[src/rtl/wordline_decode_seq.sv]
// Word-line decoder with direct-decode and timed sweep modes (IDLE/SWEEP/XTRA/DONE).
// Define WORDLINE_DECODE_SEQ_ONEHOT_CHK_EN to add the sticky err output flagging illegal w patterns.
module wordline_decode_seq #(
  parameter int AW    = 3,
  parameter int DWELL = 1
) (
  input  logic            clk,
  input  logic            rst_n,
  input  logic            clear,
  input  logic [AW:0]     d,
  input  logic            load,
  input  logic            start,
  output logic            ready,
  output logic            busy,
  output logic            done,
`ifdef WORDLINE_DECODE_SEQ_ONEHOT_CHK_EN
  output logic [(2**AW):0] w,
  output logic            err
`else
  output logic [(2**AW):0] w
`endif
);

  localparam int NW = (2 ** AW) + 1;
  localparam logic [AW-1:0] LAST  = {AW{1'b1}};
  localparam logic [7:0]    DLAST = 8'(DWELL - 1);
  localparam logic [NW-1:0] XBIT  = {1'b1, {(NW-1){1'b0}}};

  typedef enum logic [1:0] {IDLE, SWEEP, XTRA, DONE} state_t;

  state_t        state;
  logic [AW-1:0] idx;
  logic [AW-1:0] idx_nx;
  logic [7:0]    cnt;
  logic          xreq;

  function automatic logic [NW-1:0] onehot(input logic [AW-1:0] i);
    logic [NW-1:0] r;
    r    = '0;
    r[i] = 1'b1;
    return r;
  endfunction

  // Base line from the index; extension line only rides along with index 0.
  function automatic logic [NW-1:0] decode(input logic [AW:0] v);
    logic [NW-1:0] r;
    r         = onehot(v[AW-1:0]);
    r[NW-1]   = (v[AW-1:0] == '0) & v[AW];
    return r;
  endfunction

  assign idx_nx = idx + AW'(1);
  assign ready  = (state == IDLE) & ~clear;

  always_ff @(posedge clk or negedge rst_n) begin
    if (!rst_n) begin
      state <= IDLE;
      w     <= '0;
      busy  <= 1'b0;
      done  <= 1'b0;
      idx   <= '0;
      cnt   <= '0;
      xreq  <= 1'b0;
    end else if (clear) begin
      state <= IDLE;
      w     <= '0;
      busy  <= 1'b0;
      done  <= 1'b0;
      idx   <= '0;
      cnt   <= '0;
      xreq  <= 1'b0;
    end else begin
      case (state)
        IDLE: begin
          done <= 1'b0;
          if (start) begin
            state <= SWEEP;
            busy  <= 1'b1;
            xreq  <= d[AW];
            idx   <= '0;
            cnt   <= '0;
            w     <= onehot('0);
          end else if (load) begin
            w <= decode(d);
          end
        end
        SWEEP: begin
          if (cnt == DLAST) begin
            cnt <= '0;
            // Last base line: never wrap the index, branch to extension or finish.
            if (idx == LAST) begin
              if (xreq) begin
                state <= XTRA;
                w     <= XBIT;
              end else begin
                state <= DONE;
                w     <= '0;
                done  <= 1'b1;
              end
            end else begin
              idx <= idx_nx;
              w   <= onehot(idx_nx);
            end
          end else begin
            cnt <= cnt + 8'd1;
          end
        end
        XTRA: begin
          if (cnt == DLAST) begin
            cnt   <= '0;
            state <= DONE;
            w     <= '0;
            done  <= 1'b1;
          end else begin
            cnt <= cnt + 8'd1;
          end
        end
        DONE: begin
          state <= IDLE;
          busy  <= 1'b0;
          done  <= 1'b0;
          idx   <= '0;
          xreq  <= 1'b0;
        end
        default: state <= IDLE;
      endcase
    end
  end

`ifdef WORDLINE_DECODE_SEQ_ONEHOT_CHK_EN
  localparam logic [NW-1:0] PAIR = XBIT | NW'(1);
  logic illegal;

  // Legal: zero, any single line, or line 0 together with the extension line.
  assign illegal = ((w & (w - NW'(1))) != '0) && (w != PAIR);

  always_ff @(posedge clk or negedge rst_n) begin
    if (!rst_n) begin
      err <= 1'b0;
    end else if (clear) begin
      err <= 1'b0;
    end else if (illegal) begin
      err <= 1'b1;
    end
  end
`endif

endmodule

[config.mk]
export PLATFORM = sky130hd
export DESIGN_NAME = wordline_decode_seq
export DESIGN_NICKNAME = d
export VERILOG_FILES = /design/src/rtl/wordline_decode_seq.sv
export SDC_FILE = /design/constraint.sdc
export NUM_CORES = 1
export LEC_CHECK = 0
export BUFFER_PORTS_ARGS = -buffer_cell sky130_fd_sc_hd__buf_2
export CORE_MARGIN = 1
export CORE_UTILIZATION = 43
export CTS_BUF_LIST = sky130_fd_sc_hd__clkbuf_16
export DETAILED_ROUTE_END_ITERATION = 8
export PLACE_DENSITY = 0.6
export SETUP_SLACK_MARGIN = 0.15
export SYNTH_ARGS = -nofsm -noshare
export SYNTH_HDL_FRONTEND = slang
export SYNTH_SLANG_ARGS = --single-unit
[constraint.sdc]
create_clock -name clk -period 2.2 [get_ports clk]
set_clock_uncertainty 0.15 [all_clocks]
set_input_delay 0.22 -clock clk [delete_from_list [all_inputs] [get_ports clk]]
set_output_delay 0.22 -clock clk [all_outputs]
set_load 0.02 [all_outputs]
==> results.md <==
- Gr usage total: between 10% and 20%
- Arr. time, crit path: 1.98 ns
- Main combinational cell family by area after synthesis: simple AND/OR/NAND/NOR gates
- Post-synth top flop: dfrtp_1
- Syn_nets: 183
- EDFF count, synth: 0
- Number of antenna diodes: 0
- Crit-path leading delay family: flip-flops
- Initial cell density of the core: 46.4%
- Clock Latency Late Sink: 0.26 ns
- Final hold vios: 0
- Simple-Gate Fraction of Synth Area: around 22%
- Fraction of the mapped netlist area in adder cells: 7.83%
- Post-layout nets: 217
- Placer Congestion: 0.769
- Area share of the largest cell type after synthesis: 39.2%
- Clk network pwr share: 20.5%
- Mux cell area share after synthesis: under 10%
- Slew @ Worst Pin: about 0.56 ns
- Global Route met1 Usage: between 20% and 30%
- Area contributors post-synth: dfrtp_1 39%, mux2_2 8.5%, ha_1 7.8%
- # port buffers: 20
- WL/cell: 15.3 um
- Worst Path Buf+Inv: 2
- Min Tclk post-route: 1.98 ns
- First-pass GRT wire length: 6080 um
- Clock slew at reported path FFs: 0.07 ns
- Met3 usage: 3.83%
- Distinct cells, synth: 38
- Gr busiest metal: met2
- Drc violations: 0
- Initial DRT Pass Iterations: 4
- Peak VDD IR: 575 uV
- Die height: 63.0 um
- Post-Synthesis Cells: 164
- Crit-path max cell delay: 0.42 ns
- Initial antenna violation count: 0
- Slew Viols, Final: 0
- H-Tree Level Count: 1
- Slowest cell on crit path: dfrtp_1
- Max Cap Violations: 0
- Final number of setup-violating endpoints: 0
- Outcome: finished clean
- PD cells: approximately 1000 nW/um^2
- Fmax: 505 MHz
- Critical path class: reg2reg
- Leakage: 0.951 nW
- Worst path required time: about 2.2 ns
- Crit path capture type: register
- Seq/Total Area, Yosys: 39.2%
- CTS sink cnt: 25
- Vias in the first global route: roughly 1.4k
- Grt total ovfl: 0
- Final worst-path cycle share: 90.0%
- Worst-case clock buffer depth: 2
- DPL Wire Length: roughly 2600 um
- Core area: 3440 um^2
- Top-count cell post-synth: dfrtp_1
- Power Total: 0.00201 W
- Vias/cell: between 5 and 6
- Die area: 3960 um^2
- Sequential Power Share: 28.1%
- First DRT Iteration DRCs: 59
- XOR/XNOR share of the synthesized area: 3.29%
- Worst Hold Class: in2reg
- Syn avg cell area: 9.74 um^2
- Seq cells post-synth: 25
- CTS Buf Count: 3
- Combinational group share of total power: 51.4%
- Setup crit start kind: register
- RSZ-0062 raised after global routing: yes
- Area grow syn2layout: 25.1%
- Grt met2 use: 33.7%
- Via count: ~1.4k
- Fillers: about 320
- Post-synthesis cell area: approximately 1600 um^2
- Wirelength, routed: approximately 3700 um
- Setup TNS: 0 ns
- Largest net degree at the start of global routing: 26
- Sw frac: 38.6%
- Switch Pwr: 0.000774 W
- Row count: 21
- Clock Tree Root: clkbuf_16
- Post-route ant nets: 0
- Commonest cells post-synth: 25 x dfrtp_1, 17 x nor2_1, 12 x mux2_2, 11 x a21oi_1, 11 x nand2_1
- Compound-Gate Fraction of Synth Area: 16.4%
- Area used by multi-input combinational logic: 1010 um^2
- Crit path max fanout: 7
- Share of cells above drive strength 1: 32.0%
- Io pins: 21
- Die Wd: 63.0 um
- Area leader, netlist: dfrtp_1
- Synth warn: 0
- FF/Latch Area: 626 um^2
- Normalized max-slew margin: approximately 62%
- CP Cell Sequence: inv_2, ha_2, mux2_2, nor2_1, buf_4, nor3_1, a21o_1
- Int Pwr: 0.00123 W
- CTS tree: yes
- Asr flop ratio synth: 100%
[sequential cells by signal, summed over array words and instances (netlist names)]
signal	flops
busy	1
cnt	8
done	1
idx	3
state	2
w	9
xreq	1
[worst register-to-register path: cells and delay by family (launching register included)]
family	cells	cell delay [ns]
flip-flops	1	0.42
multiplexers	1	0.42
adder cells (fa/ha/maj)	1	0.28
buffers and inverters	2	0.27
AND/OR/NAND/NOR	2	0.18
AO/OA/AOI/OAI	1	0.16
[final cells by class]
class	count	area share, %
Multi-Input combinational cell	130	50.5
Clock buffer	3	3.76
Sequential cell	25	31.3
Clock inverter	1	0.376
Tap cell	46	2.88
Inverter	4	0.751
Timing Repair Buffer	34	10.4
[worst paths after layout]
path	startpoint	end	slack [ns]	depth (start not counted)
max	state[0]	cnt[0]	0.22	7
min	d[3]	xreq	0.06	3
max reg2reg	state[0]	cnt[0]	0.22	7
min reg2reg	w[6]	w[6]	0.36	1
max in group asynchronous	rst_n	cnt[6]	1.20	2
min in group asynchronous	rst_n	xreq	0.33	2
[kinds of logic (layout without fill, tap and decap cells)]
group,count (synthesis),in the layout
flops,25,25
compound gates,38,38
xor+xnor,6,6
mux,12,12
fa+ha+maj,10,10
buf+inv,9,42
simple gates,64,64
[power by group through the flow]
stage	sequential [W]	combinational, W	clock [W]
CTS	0.000568	0.000928	0.000429
global placement	0.000569	0.000902	0
finish	0.000563	0.00103	0.000412
floorplan	0.000603	0.000620	0
detailed placement	0.000572	0.000914	0
global route	0.000571	0.00113	0.000443
[per-layer routing]
layer | up-vias | part of all wire (%)
met5 | - | 0
li1 | 675 | -
met1 | 659 | 47
met4 | 0 | 0.73
met2 | 34 | 49
met3 | 8 | 3.4
[repair_timing]
action / 4_1_cts / 5_1_grt
pin swaps: 0 / 4
endpoints found under the setup margin: 10 / 22
cloned: 0 / 1
hold endpoints to repair: 25 / 0
resized for setup: 3 / 20
hold buffers: 1 / 0
setup buffers: 0 / 4
[placed cells by master, fill, tap and decap left out, types with 5 or more instances in the layout]
cell type | netlist | final
o21ai_0 | 5 | 5
mux2_4 | 0 | 9
nor2_1 | 17 | 17
dfrtp_1 | 25 | 25
buf_2 | 1 | 20
a21oi_1 | 11 | 11
ha_1 | 10 | 7
nand2_1 | 11 | 10
nand3_1 | 5 | 5
nand2b_1 | 5 | 5
o22ai_1 | 6 | 6
xor2_1 | 6 | 6
buf_4 | 1 | 13
nor2b_1 | 7 | 7
[through the flow]
| step | cells | util [%] | hold WS (ns) | setup WS, ns | area (um^2) |
|---|---|---|---|---|---|
| after CTS | 238 | 54.8 | 0.0595 | 0.151 | 1890 |
| after detailed placement | 233 | 52.1 | 0.101 | 0.0802 | 1790 |
| after global routing | 243 | 58.1 | 0.108 | 0.100 | 2000 |
| after floorplan | 164 | - | -0.226 | 0.210 | 1600 |
| final | 243 | 58.1 | 0.0648 | 0.219 | 2000 |
| after global placement | 233 | 52.1 | 0.0969 | 0.161 | 1790 |
Power figures use the tool's default switching activity.
